### src/rtl/n1_mem_pkg.sv
// Shared constants and types for the n1 RAM-port arbiter: default widths,
// RAM select encodings, read-owner tags and one-hot grant codes.
package n1_mem_pkg;

  localparam int ADDR_W_DEF = 6;
  localparam int DATA_W_DEF = 8;

  localparam logic SEL_PROG = 1'b0;
  localparam logic SEL_DATA = 1'b1;

  typedef enum logic [1:0] {
    OWN_NONE   = 2'd0,
    OWN_HOST   = 2'd1,
    OWN_CORE_D = 2'd2,
    OWN_CORE_F = 2'd3
  } owner_e;

  // One-hot grant vector layout: {F, D, H}
  localparam logic [2:0] GNT_NONE = 3'b000;
  localparam logic [2:0] GNT_H    = 3'b001;
  localparam logic [2:0] GNT_D    = 3'b010;
  localparam logic [2:0] GNT_F    = 3'b100;

endpackage

### src/rtl/n1_arb_pick.sv
// Combinational grant selection: host priority with starvation override,
// round-robin between core data and fetch ports. Produces a one-hot grant.
module n1_arb_pick
  import n1_mem_pkg::*;
(
  input  logic       host_req,
  input  logic       d_req,
  input  logic       f_req,
  input  logic       host_lock,
  input  logic       starve_at_limit,
  input  logic       rr_prefer_f,
  output logic [2:0] gnt
);

  logic core_pending;
  logic core_ok;

  assign core_pending = d_req | f_req;
  assign core_ok      = !host_lock;

  always_comb begin
    gnt = GNT_NONE;
    if (host_req && !(starve_at_limit && core_pending && core_ok)) begin
      gnt = GNT_H;
    end else if (core_ok) begin
      if (d_req && f_req) begin
        gnt = rr_prefer_f ? GNT_F : GNT_D;
      end else if (d_req) begin
        gnt = GNT_D;
      end else if (f_req) begin
        gnt = GNT_F;
      end
    end
  end

endmodule

### src/rtl/n1_mem_arbiter.sv
// Three-way arbiter for the shared n1 program/data RAM port with 2-cycle read
// return. Optional perf counters enabled by defining N1_ARB_PERF_EN.
module n1_mem_arbiter
  import n1_mem_pkg::*;
#(
  parameter int ADDR_W       = ADDR_W_DEF,
  parameter int DATA_W       = DATA_W_DEF,
  parameter int STARVE_LIMIT = 4
) (
  input  logic              clk,
  input  logic              rst,

  input  logic              host_req,
  input  logic              host_we,
  input  logic              host_sel,
  input  logic [ADDR_W-1:0] host_addr,
  input  logic [DATA_W-1:0] host_wdata,
  input  logic              host_lock,
  output logic              host_gnt,
  output logic              host_rvalid,
  output logic [DATA_W-1:0] host_rdata,

  input  logic              core_d_req,
  input  logic              core_d_we,
  input  logic [ADDR_W-1:0] core_d_addr,
  input  logic [DATA_W-1:0] core_d_wdata,
  output logic              core_d_gnt,
  output logic              core_d_rvalid,
  output logic [DATA_W-1:0] core_d_rdata,

  input  logic              core_f_req,
  input  logic [ADDR_W-1:0] core_f_addr,
  output logic              core_f_gnt,
  output logic              core_f_rvalid,
  output logic [DATA_W-1:0] core_f_rdata,

  output logic              mem_en,
  output logic              mem_we,
  output logic              mem_sel,
  output logic [ADDR_W-1:0] mem_addr,
  output logic [DATA_W-1:0] mem_wdata,
  input  logic [DATA_W-1:0] mem_rdata,

  output logic [15:0]       perf_host_grants,
  output logic [15:0]       perf_core_grants,
  output logic [15:0]       perf_core_stall
);

  localparam int CNT_W = $clog2(STARVE_LIMIT + 1);

  logic [CNT_W-1:0] starve_cnt;
  logic             starve_at_limit;
  logic             rr_prefer_f;
  logic [2:0]       gnt;
  logic             any_gnt;
  logic             core_gnt_any;
  logic             core_pending;

  // Grants are suppressed while in reset so nothing is accepted then.
  n1_arb_pick u_pick (
    .host_req        (host_req   & ~rst),
    .d_req           (core_d_req & ~rst),
    .f_req           (core_f_req & ~rst),
    .host_lock       (host_lock),
    .starve_at_limit (starve_at_limit),
    .rr_prefer_f     (rr_prefer_f),
    .gnt             (gnt)
  );

  assign host_gnt        = gnt[0];
  assign core_d_gnt      = gnt[1];
  assign core_f_gnt      = gnt[2];
  assign any_gnt         = |gnt;
  assign core_gnt_any    = gnt[1] | gnt[2];
  assign core_pending    = (core_d_req | core_f_req) & ~rst;
  assign starve_at_limit = (starve_cnt == CNT_W'(STARVE_LIMIT));

  always_ff @(posedge clk) begin
    if (rst) begin
      starve_cnt  <= '0;
      rr_prefer_f <= 1'b0;
    end else begin
      if (host_lock || !core_pending || core_gnt_any) begin
        starve_cnt <= '0;
      end else if (host_gnt && !starve_at_limit) begin
        starve_cnt <= starve_cnt + CNT_W'(1);
      end
      if (gnt[1]) begin
        rr_prefer_f <= 1'b1;
      end else if (gnt[2]) begin
        rr_prefer_f <= 1'b0;
      end
    end
  end

  // ---- stage p0: select the granted request's fields ----
  logic              we_p0;
  logic              sel_p0;
  logic [ADDR_W-1:0] addr_p0;
  logic [DATA_W-1:0] wdata_p0;
  owner_e            own_p0;

  always_comb begin
    we_p0    = 1'b0;
    sel_p0   = mem_sel;
    addr_p0  = mem_addr;
    wdata_p0 = mem_wdata;
    own_p0   = OWN_NONE;
    unique case (gnt)
      GNT_H: begin
        we_p0    = host_we;
        sel_p0   = host_sel;
        addr_p0  = host_addr;
        wdata_p0 = host_wdata;
        own_p0   = OWN_HOST;
      end
      GNT_D: begin
        we_p0    = core_d_we;
        sel_p0   = SEL_DATA;
        addr_p0  = core_d_addr;
        wdata_p0 = core_d_wdata;
        own_p0   = OWN_CORE_D;
      end
      GNT_F: begin
        we_p0    = 1'b0;
        sel_p0   = SEL_PROG;
        addr_p0  = core_f_addr;
        own_p0   = OWN_CORE_F;
      end
      default: ;
    endcase
  end

  // ---- stage p1: registered RAM strobe and read-owner tag ----
  owner_e tag_p1;

  always_ff @(posedge clk) begin
    if (rst) begin
      mem_en    <= 1'b0;
      mem_we    <= 1'b0;
      mem_sel   <= 1'b0;
      mem_addr  <= '0;
      mem_wdata <= '0;
      tag_p1    <= OWN_NONE;
    end else begin
      mem_en <= any_gnt;
      tag_p1 <= (any_gnt && !we_p0) ? own_p0 : OWN_NONE;
      if (any_gnt) begin
        mem_we    <= we_p0;
        mem_sel   <= sel_p0;
        mem_addr  <= addr_p0;
        mem_wdata <= wdata_p0;
      end
    end
  end

  // ---- stage p2: owner read-valid, data returned from RAM ----
  logic              vld_p2_h;
  logic              vld_p2_d;
  logic              vld_p2_f;
  logic [DATA_W-1:0] host_rdata_q;
  logic [DATA_W-1:0] core_d_rdata_q;
  logic [DATA_W-1:0] core_f_rdata_q;

  always_ff @(posedge clk) begin
    if (rst) begin
      vld_p2_h       <= 1'b0;
      vld_p2_d       <= 1'b0;
      vld_p2_f       <= 1'b0;
      host_rdata_q   <= '0;
      core_d_rdata_q <= '0;
      core_f_rdata_q <= '0;
    end else begin
      vld_p2_h <= (tag_p1 == OWN_HOST);
      vld_p2_d <= (tag_p1 == OWN_CORE_D);
      vld_p2_f <= (tag_p1 == OWN_CORE_F);
      if (vld_p2_h) host_rdata_q   <= mem_rdata;
      if (vld_p2_d) core_d_rdata_q <= mem_rdata;
      if (vld_p2_f) core_f_rdata_q <= mem_rdata;
    end
  end

  // RAM data lands in the valid cycle itself; the _q copy keeps it afterwards.
  assign host_rvalid   = vld_p2_h;
  assign core_d_rvalid = vld_p2_d;
  assign core_f_rvalid = vld_p2_f;
  assign host_rdata    = vld_p2_h ? mem_rdata : host_rdata_q;
  assign core_d_rdata  = vld_p2_d ? mem_rdata : core_d_rdata_q;
  assign core_f_rdata  = vld_p2_f ? mem_rdata : core_f_rdata_q;

`ifdef N1_ARB_PERF_EN
  function automatic logic [15:0] sat_inc16(input logic [15:0] v);
    return (v == 16'hFFFF) ? v : v + 16'd1;
  endfunction

  always_ff @(posedge clk) begin
    if (rst) begin
      perf_host_grants <= '0;
      perf_core_grants <= '0;
      perf_core_stall  <= '0;
    end else begin
      if (host_gnt)                      perf_host_grants <= sat_inc16(perf_host_grants);
      if (core_gnt_any)                  perf_core_grants <= sat_inc16(perf_core_grants);
      if (core_pending && !core_gnt_any) perf_core_stall  <= sat_inc16(perf_core_stall);
    end
  end
`else
  assign perf_host_grants = '0;
  assign perf_core_grants = '0;
  assign perf_core_stall  = '0;
`endif

endmodule

### config.mk
export PLATFORM = sky130hd
export DESIGN_NAME = n1_mem_arbiter
export DESIGN_NICKNAME = d
export VERILOG_FILES = /design/src/rtl/n1_mem_pkg.sv /design/src/rtl/n1_arb_pick.sv /design/src/rtl/n1_mem_arbiter.sv
export SDC_FILE = /design/constraint.sdc
export NUM_CORES = 1
export LEC_CHECK = 0
export ABC_AREA = 1
export BUFFER_PORTS_ARGS = -buffer_cell sky130_fd_sc_hd__buf_2
export CAP_MARGIN = 20
export CORE_MARGIN = 4
export CORE_UTILIZATION = 40
export DETAILED_ROUTE_END_ITERATION = 8
export GPL_TIMING_DRIVEN = 0
export PLACE_DENSITY_LB_ADDON = 0.05
export SLEW_MARGIN = 40
export SYNTH_ARGS = -nofsm -noshare
export SYNTH_HDL_FRONTEND = slang
export SYNTH_HIERARCHICAL = 1
export SYNTH_SLANG_ARGS = --single-unit
### constraint.sdc
create_clock -name clk -period 3.45 [get_ports clk]
set_input_delay 0.345 -clock clk [delete_from_list [all_inputs] [get_ports clk]]
set_output_delay 0.345 -clock clk [all_outputs]
set_load 0.02 [all_outputs]
After elaboration in Yosys (flattened, before gate mapping)

Cells that the tools add are included.
Widths: inputs -> output; s select.

Reductions and logical operators: 21
Magnitude comparators: 0
Mux-type cells: 16
Bitwise gates (word level): 9
$mul: 0
Shift-type cells: 0
Div/mod/pow operators: 0
Equal/unequal tests: 7
Add/sub/neg operators: 1

Operator list:

| kind                | number |
|---|---|
| $mux 8              | 3 |
| $mux 3              | 6 |
| $pmux 6 s3          | 1 |
| $pmux 8 s2          | 1 |
| $eq 3x3->1 const B  | 2 |
| $logic_and 1x1->1   | 6 |
| $pmux 2 s3          | 1 |
| $logic_not 1->1     | 5 |
| $and 1x1->1         | 4 |
| $eq 2x2->1 const B  | 2 |
| $reduce_and 2->1    | 2 |
| $reduce_bool 2->1   | 2 |
| $reduce_or 2->1     | 2 |
| $add 3x1->3 const B | 1 |
| $eq 3x1->1 const B  | 1 |
| $eq 3x2->1 const B  | 1 |
| $or 1x1->1          | 3 |
| $pmux 1 s3          | 1 |
| $reduce_bool 3->1   | 1 |
| $reduce_or 3->1     | 1 |
| $eq 2x1->1 const B  | 1 |
| $logic_or 1x1->1    | 2 |
| $mux 1              | 2 |
| $not 1->1           | 2 |
| $pmux 1 s2          | 1 |

Output and inout bits: 95
Bits in registers: 50
Memories: 0
Input port bits: 51
Memory bits (writable): 0
ROM bits: 0
Word-level logic and storage cells: 68
Bits in latches: 0

Longest topological paths before layout

Gate-level depths: netlist of run 1.

Depth after elaboration: 14
Mapped depth: 16
Mapped depth without buffers: 15

Modules after synthesis

The synthesis of run 1 kept the hierarchy.

Modules (own cells, without submodules):

| module         | sequential area each (µm²) | area an instance (µm²) | times used | cells an instance |
|---|---|---|---|---|
| n1_mem_arbiter | 1001.0                     | 2747.6                 | 1          | 384 |
| n1_arb_pick    | 0.0                        | 71.3                   | 1          | 16 |

Least setup slack after synthesis of run 1

Ideal clock, no wire load.

Kind: input-to-reg
From: in rst
To: reg mem_sel
Stages: 12
Setup slack: 0.799 ns
Arrival time: 2.519 ns
Library setup time: 0.132 ns
Data required time: 3.318 ns
Path buffers: 3
Path through: clkbuf_1 > clkbuf_1 > nor2_1 > a21boi_0 > inv_2 > buf_6 > nand2_4 > nand2_4 > nand2_8 > nand2_4 > nand2_2 > a21oi_1

Word-level cells in the longest chain between the ends: 11
Elaborated cells on any way between the ends: 22
Those cells by class: eq/ne (3); mux (6); bitwise (5); reduce/logical (8)

Ends and longest elaborated chain:

| what                                  | line                                                             | RTL |
|---|---|---|
| from (decl)                           | n1_mem_arbiter.sv:11                                             | `input logic rst,` |
| $not 1->1 *                           | n1_mem_arbiter.sv:61, n1_mem_arbiter.sv:62, n1_mem_arbiter.sv:63 |  |
| $and 1x1->1, on equally long branches | n1_mem_arbiter.sv:62, n1_mem_arbiter.sv:63                       |  |
| $or 1x1->1                            | n1_arb_pick.sv:18                                                | `assign core_pending = d_req \| f_req;` |
| $logic_and 1x1->1 (2 in a row)        | n1_arb_pick.sv:23                                                | `if (host_req && !(starve_at_limit && core_pending && core_ok)) begin` |
| $logic_not 1->1                       | n1_arb_pick.sv:23                                                |  |
| $logic_and 1x1->1                     | n1_arb_pick.sv:23                                                |  |
| $mux 3 *                              | n1_arb_pick.sv:23                                                |  |
| net host_gnt                          | n1_mem_arbiter.sv:19                                             | `output logic host_gnt,` |
| $eq 3x3->1 (tied with other cells)    | n1_mem_arbiter.sv:109                                            | `unique case (gnt)` |
| $reduce_bool 3->1 (no source line)    | n/a                                                              |  |
| $reduce_and 2->1 (no source line)     | n/a                                                              |  |
| to (signal assigned)                  | n1_mem_arbiter.sv:150                                            | `mem_sel <= sel_p0;` |
| to (decl)                             | n1_mem_arbiter.sv:39                                             | `output logic mem_sel,` |

Mark *: on every way through the listed nets, which the timed path passes. The rest lies on a longest branch.
A chain may end at the register's enable or synchronous reset.

Final worst setup path of run 1

From: reg starve_cnt[0]
To: out host_gnt

Word-level cells in the longest chain between the ends: 6

Ends and longest elaborated chain:

| what                           | line                 | RTL |
|---|---|---|
| from (decl)                    | n1_mem_arbiter.sv:51 | `logic [CNT_W-1:0] starve_cnt;` |
| from (signal assigned)         | n1_mem_arbiter.sv:86 | `starve_cnt <= starve_cnt + CNT_W'(1);` |
| $eq 3x3->1                     | n1_mem_arbiter.sv:76 | `assign starve_at_limit = (starve_cnt == CNT_W'(STARVE_LIMIT));` |
| net starve_at_limit            | n1_mem_arbiter.sv:52 | `logic starve_at_limit;` |
| $logic_and 1x1->1 (2 in a row) | n1_arb_pick.sv:23    |  |
| $logic_not 1->1                | n1_arb_pick.sv:23    |  |
| $logic_and 1x1->1              | n1_arb_pick.sv:23    |  |
| $mux 3                         | n1_arb_pick.sv:23    |  |
| to (decl)                      | n1_mem_arbiter.sv:19 |  |

The timed path passes the listed nets, and every way through them passes these cells.

==> metrics.md, run 1 <==
| Metric | Value |
|---|---|
| Worst IR Drop VDD | `approximately 0.00021 V` |
| WS Path Type | `reg2out` |
| Leakage | `2.113 nW` |
| Mapped Avg Cell Area | `~7 um2` |
| Final ANT Viol Nets | `0` |
| Final WL | `between 6 and 7 mm` |
| Worst setup SP type | `flip-flop` |
| CTS tree | `done` |
| Crit path DAT | `around 2.1 ns` |
| Worst Clk Skew | `0.005969 ns` |
| I/O Pins | `approximately 150` |
| RePlAce Congestion | `0.7692` |
| Largest net degree at the start of global routing | `16` |
| Chip width | `around 92 um` |
| Latest clock arrival within the worst-skew pair | `about 0.30 ns` |
| Number of synthesized flops with an enable pin | `0` |
| Die Span Y | `between 90 and 100 um` |
| Clk pin slew, worst setup/hold paths | `0.09 ns` |
| Number of global-route vias before repair | `~2300` |
| Netlist cell types | `27` |
| Via/cell ratio | `4.080` |
| Pre-CTS setup slack | `between 0.7 and 0.8 ns` |
| Worst Slack Setup Final | `1.038 ns` |
| Fillcell total | `between 700 and 800` |
| Ys flop type | `dfxtp_1` |
| P_int | `between 800 and 900 uW` |
| CP peak stage delay | `a little over 0.6 ns` |
| Synth top area share | `35.51%` |
| Post-DP HPWL | `between 5 and 6 mm` |
| Initial DRC Count | `64` |
| CTS hold repair buffers | `0` |
| Worst-Margin Slew | `0.7754 ns` |
| Yosys warnings | `6` |
| Worst Setup End Kind | `primary output` |
| Layout Utilization | `53.85%` |
| Cts bufs inserted | `5` |
| Clk sinks | `50` |
| # resized after CTS | `0` |
| DRT Pass-1 Iters | `4` |
| RSZ-0062 raised after global routing | `false` |
| Number of setup buffers added after CTS | `0` |
| Global Route Usage Sum | `about 15%` |
| DRC | `0` |
| Worst-case clock buffer depth | `2` |
| Tmin final | `2.412 ns` |
| Initial antenna violation count | `0` |
| # port buffers | `between 90 and 100` |
| Global route total overflow | `0` |
| Most common cell in the netlist | `nand2_1` |
| Total Power | `about 1.2 mW` |
| Nets | `603` |
| H-tree depth | `2` |
| Cell count after synthesis | `400` |
| Mapped Area | `~2800 um2` |
| Synth top cells by count | `nand2_1, dfxtp_1, buf_4` |
| Area delta synth->final | `30.49%` |
| Fin Setup TNS | `0 ns` |
| Dominant cell type by area after synthesis | `dfxtp_1` |
| CP cell instances | `inv_1 -> ha_1 -> nand2_1 -> inv_1 -> inv_1 -> nor2_2 -> a21boi_0 -> buf_2` |
| Final hold vios | `0` |
| Data required, critical path | `~3.1 ns` |
| Share of layout cells above drive strength 1 | `approximately 35%` |
| P per Cell Area | `between 300 and 400 nW/um2` |
| Synth Register Bits | `50` |
| Relative slew slack | `47.84%` |
| Pins Over Slew Limit | `0` |
| Ys async rst share | `0%` |
| Die ar. | `8455 um2` |
| Final setup fails | `0` |
| Max Clock Freq | `~410 MHz` |
| Root buf cell | `clkbuf_8` |
| CORE AREA | `around 6800 um2` |
| Critical path fanouts, max | `4` |
| Slowest cell on the critical path | `a21boi_0` |
| Class of the tightest hold or removal check | `in2reg` |
| Synth area leaders | `dfxtp_1, nand2_1, buf_4` |
| Diode count | `0` |
| Fin crit share | `a little over two thirds` |
| Sw Ratio | `about a third` |
| Most common cell on crit path | `inv_1` |
| Placement row count | `30` |
| First-pass GRT wire length | `about 11 mm` |
| Status | `finished clean` |
| Initial core utilization | `slightly above 40%` |
| Net switching power | `slightly below 400 uW` |
| Comb pwr share | `between 20% and 30%` |
| Max-Cap Viols | `0` |
| Sequential Power Share | `between 40% and 50%` |
| Vias | `2636` |
| Drt wl/cell | `10.38 um` |
| Clk pwr share | `between 20% and 30%` |
| Sequential area share after synthesis | `35.51%` |
worst max-delay path, delay by kind of cell (launching register included):
kind / cells / cell delay, ns
compound gates: 1 / 0.61
simple gates: 2 / 0.10
flops: 1 / 0.39
buf+inv: 4 / 0.48
fa+ha+maj: 1 / 0.19
per-layer routing:
| metal | vias to the layer above | global-route usage (%) | routed length [um] |
|---|---|---|---|
| met2 | 77 | 26.52 | 3227 |
| li1 | 1440 | - | - |
| met3 | 6 | 3.856 | 479 |
| met1 | 1113 | 19.42 | 2942 |
| met5 | - | 0 | 0 |
| met4 | 0 | 3.589 | 53 |
layout make-up:
| cell class | count | area, um2 | area share (%) |
|---|---|---|---|
| inverters | 36 | 135.1 | 3.673 |
| clock buffers | 5 | 68.82 | 1.871 |
| multi-input cells | 301 | 1415 | 38.47 |
| plain buffers | 60 | 444.2 | 12.07 |
| repair buffers | 96 | 480.5 | 13.06 |
| flip-flops and latches | 50 | 1001 | 27.21 |
| clock inverters | 2 | 13.76 | 0.3741 |
| well taps | 96 | 120.1 | 3.265 |
cells by family (layout without fill, tap and decap cells):
kind of cell             count (synthesis)  count (layout)  synth area share (%)
AND/OR/NAND/NOR                        200             200                 32.62
buffers and inverters                   96             199                 20.55
flip-flops                              50              50                 35.51
AO/OA/AOI/OAI                           49              49                 9.676
adder cells (fa/ha/maj)                  2               2                0.8876
XOR/XNOR                                 2               2                0.6215
other                                    1              48                0.1330
cells in the final DEF (no fill, tap or decap), drive strengths merged:
cell	n
buf	148
ha	2
conb	48
xor2	2
nand4	6
a21oi	37
nand2	135
o21ai	10
a21boi	1
nand3	15
clkbuf	13
clkinv	1
inv	37
o31ai	1
nor2	41
nor3	3
dfxtp	50
sequential cells by signal (all words and copies together), names as in the netlist:
register and flops:
starve_cnt 3, host_rvalid 1, core_f_rdata_q 8, mem_wdata 8
rr_prefer_f 1, core_d_rdata_q 8, mem_en 1, core_f_rvalid 1
mem_addr 6, mem_sel 1, host_rdata_q 8, tag_p1 2
mem_we 1, core_d_rvalid 1
stage by stage:
stage | instance area (um2) | hold WS [ns] | instances
2_1_floorplan | 2995 | 0.3959 | 447
3_3_place_gp | 3596 | 0.4038 | 639
3_5_place_dp | 3596 | 0.4093 | 639
4_1_cts | 3679 | 0.3320 | 646
5_1_grt | 3679 | 0.3384 | 646
6_report | 3679 | 0.3372 | 646
worst paths after layout:
check                           depth (start not counted)  slack, ns                            to                  startpoint
worst max-delay path                                    8       1.04                      host_gnt  starve_cnt[0]$_SDFFE_PP0P_
worst min-delay path                                    3       0.34  core_f_rdata_q[5]$_SDFF_PP0_                mem_rdata[5]
worst max register to register                         15       1.04          mem_sel$_SDFFE_PP0P_  starve_cnt[0]$_SDFFE_PP0P_
worst min register to register                          1       0.41        host_rvalid$_SDFF_PP0_        tag_p1[1]$_SDFF_PP0_
power groups by stage:
stage	Combinational, mW	Sequential (mW)	Clock [mW]
after floorplan	0.197	0.643	0
final	0.297	0.608	0.337
after global placement	0.294	0.621	0
after CTS	0.297	0.608	0.347
after global routing	0.327	0.610	0.376
after detailed placement	0.297	0.621	0
(Power assumes the default switching activity.)
==> run 2: changes to the inputs <==
- clock period: 3.45 -> 2.49 ns (I/O delays scaled with it)
==> run 2 against run 1 <==
Compared with the run above: combinational power grew 39%; count of clock-buffer cells in the layout is the same; die area is the same; via count grew 1.8%; sequential share of layout area shrank 0.055 points; critical path depth grew 7; highest routed layer unchanged.
==> metrics.md, run 2 (synthesized netlist as in run 1, its figures left out) <==
| Metric | Value |
|---|---|
| Status | `finished clean` |
| RePlAce Congestion | `roughly 0.77` |
| Post-DP HPWL | `about 5.5 mm` |
| Global Route Usage Sum | `15.17%` |
| Commonest cells after routing, fill and taps aside | `nand2_1, buf_2, dfxtp_1` |
| Reg area | `1001 um2` |
| Final WL | `6.711 mm` |
| Worst Setup End Kind | `flip-flop` |
| Share of layout cells above drive strength 1 | `between 30% and 40%` |
| Initial DRC Count | `52` |
| Data required, critical path | `between 2 and 3 ns` |
| Number of global-route vias before repair | `around 2300` |
| Placement row count | `30` |
| Diode count | `0` |
| I/O Pins | `approximately 150` |
| # resized after CTS | `0` |
| Area delta synth->final | `30.76%` |
| CTS tree | `done` |
| Worst Clk Skew | `approximately 0.008 ns` |
| Cts bufs inserted | `5` |
| Final ANT Viol Nets | `0` |
| Critical path fanouts, max | `10` |
| Max-Cap Viols | `0` |
| Final hold vios | `0` |
| Via/cell ratio | `between 4 and 5` |
| Worst-case clock buffer depth | `2` |
| Worst setup SP type | `flip-flop` |
| Largest net degree at the start of global routing | `17` |
| Final setup fails | `0` |
| Most common cell after layout, fill and taps aside | `nand2_1` |
| P per Cell Area | `roughly 470 nW/um2` |
| Clk sinks | `50` |
| Multi-input logic area | `between 1000 and 1500 um2` |
| Die Span Y | `91.95 um` |
| DRT Pass-1 Iters | `4` |
| Worst IR Drop VDD | `between 0.0002 and 0.00025 V` |
| Vias | `2684` |
| DRC | `0` |
| Fillcell total | `a little over 700` |
| Nets | `roughly 600` |
| Latest clock arrival within the worst-skew pair | `~0.3 ns` |
| Chip width | `approximately 90 um` |
| H-tree depth | `2` |
| Initial core utilization | `approximately 41%` |
| Drt wl/cell | `10.37 um` |
| Class of the tightest hold or removal check | `in2reg` |
| Total Power | `1.732 mW` |
| Global route total overflow | `0` |
| Fin Setup TNS | `0 ns` |
| Relative slew slack | `between 60 and 70%` |
| Fin crit share | `just under 90%` |
| Number of setup buffers added after CTS | `0` |
| Pins Over Slew Limit | `0` |
| Max Clock Freq | `around 460 MHz` |
| Initial antenna violation count | `0` |
| CTS hold repair buffers | `0` |
| Clk pin slew, worst setup/hold paths | `0.10 ns` |
| WS Path Type | `reg2reg` |
| Tmin final | `2.190 ns` |
| RSZ-0062 raised after global routing | `false` |
| Leakage | `2.114 nW` |
| Crit path DAT | `between 2 and 2.5 ns` |
| Worst-Margin Slew | `roughly 0.54 ns` |
| Die ar. | `8455 um2` |
| # port buffers | `96` |
| CORE AREA | `around 6800 um2` |
| Root buf cell | `clkbuf_8` |
| First-pass GRT wire length | `~11 mm` |
run 2: routing by layer:
layer	vias up	GRT usage, %	routed length (um)
met3	4	4.594	541
li1	1450	-	-
met1	1136	18.60	2863
met5	-	0	0
met4	0	2.599	32
met2	94	26.52	3274
run 2: power by group:
group	internal [mW]	leakage, nW	switching [mW]
clock	0.198	0.0441	0.280
combinational	0.158	1.66	0.254
sequential	0.829	0.407	0.0136
total	1.18	2.11	0.547
run 2: cell type report:
cell class                 instances  share of cell area, %
clock inverter                     3                 0.5771
inverter                          36                  3.666
sequential                        50                  27.16
tap                               96                  3.259
multi-input combinational        301                  38.39
clock buffer                       5                  1.867
timing repair buffer              96                  13.03
buffer                            60                  12.05
run 2: worst max-delay path, cell delays in order, from the launching register on:
cell,delay (ns)
dfxtp_1,0.39
inv_1,0.06
ha_1,0.20
nand2_1,0.07
inv_1,0.07
inv_1,0.07
nor2_2,0.04
a21boi_1,0.42
inv_2,0.12
buf_6,0.18
nand2_4,0.08
nand2_4,0.06
nand2_8,0.09
nand2_4,0.11
nand2_2,0.07
a21oi_1,0.05
run 2: path summary, 6_finish.rpt:
kind / start / to / slack, ns / depth (start not counted)
max: starve_cnt[0]$_SDFFE_PP0P_ / mem_sel$_SDFFE_PP0P_ / 0.30 / 15
min: core_d_we / mem_we$_SDFFE_PP0N_ / 0.24 / 3
max reg2reg: starve_cnt[0]$_SDFFE_PP0P_ / mem_sel$_SDFFE_PP0P_ / 0.30 / 15
min reg2reg: tag_p1[1]$_SDFF_PP0_ / host_rvalid$_SDFF_PP0_ / 0.43 / 1
run 2: stage by stage:
stage | util, % | instances | instance area, um2 | worst slack, ns | hold WS [ns]
final | 53.96 | 647 | 3686 | 0.3000 | 0.2391
after global routing | 53.96 | 647 | 3686 | 0.03131 | 0.2410
after CTS | 53.96 | 647 | 3686 | 0.2782 | 0.2333
after detailed placement | 52.64 | 639 | 3596 | 0.1229 | 0.4134
after global placement | 52.64 | 639 | 3596 | 0.1506 | 0.4053
after floorplan | - | 447 | 2995 | 0.2282 | 0.3959
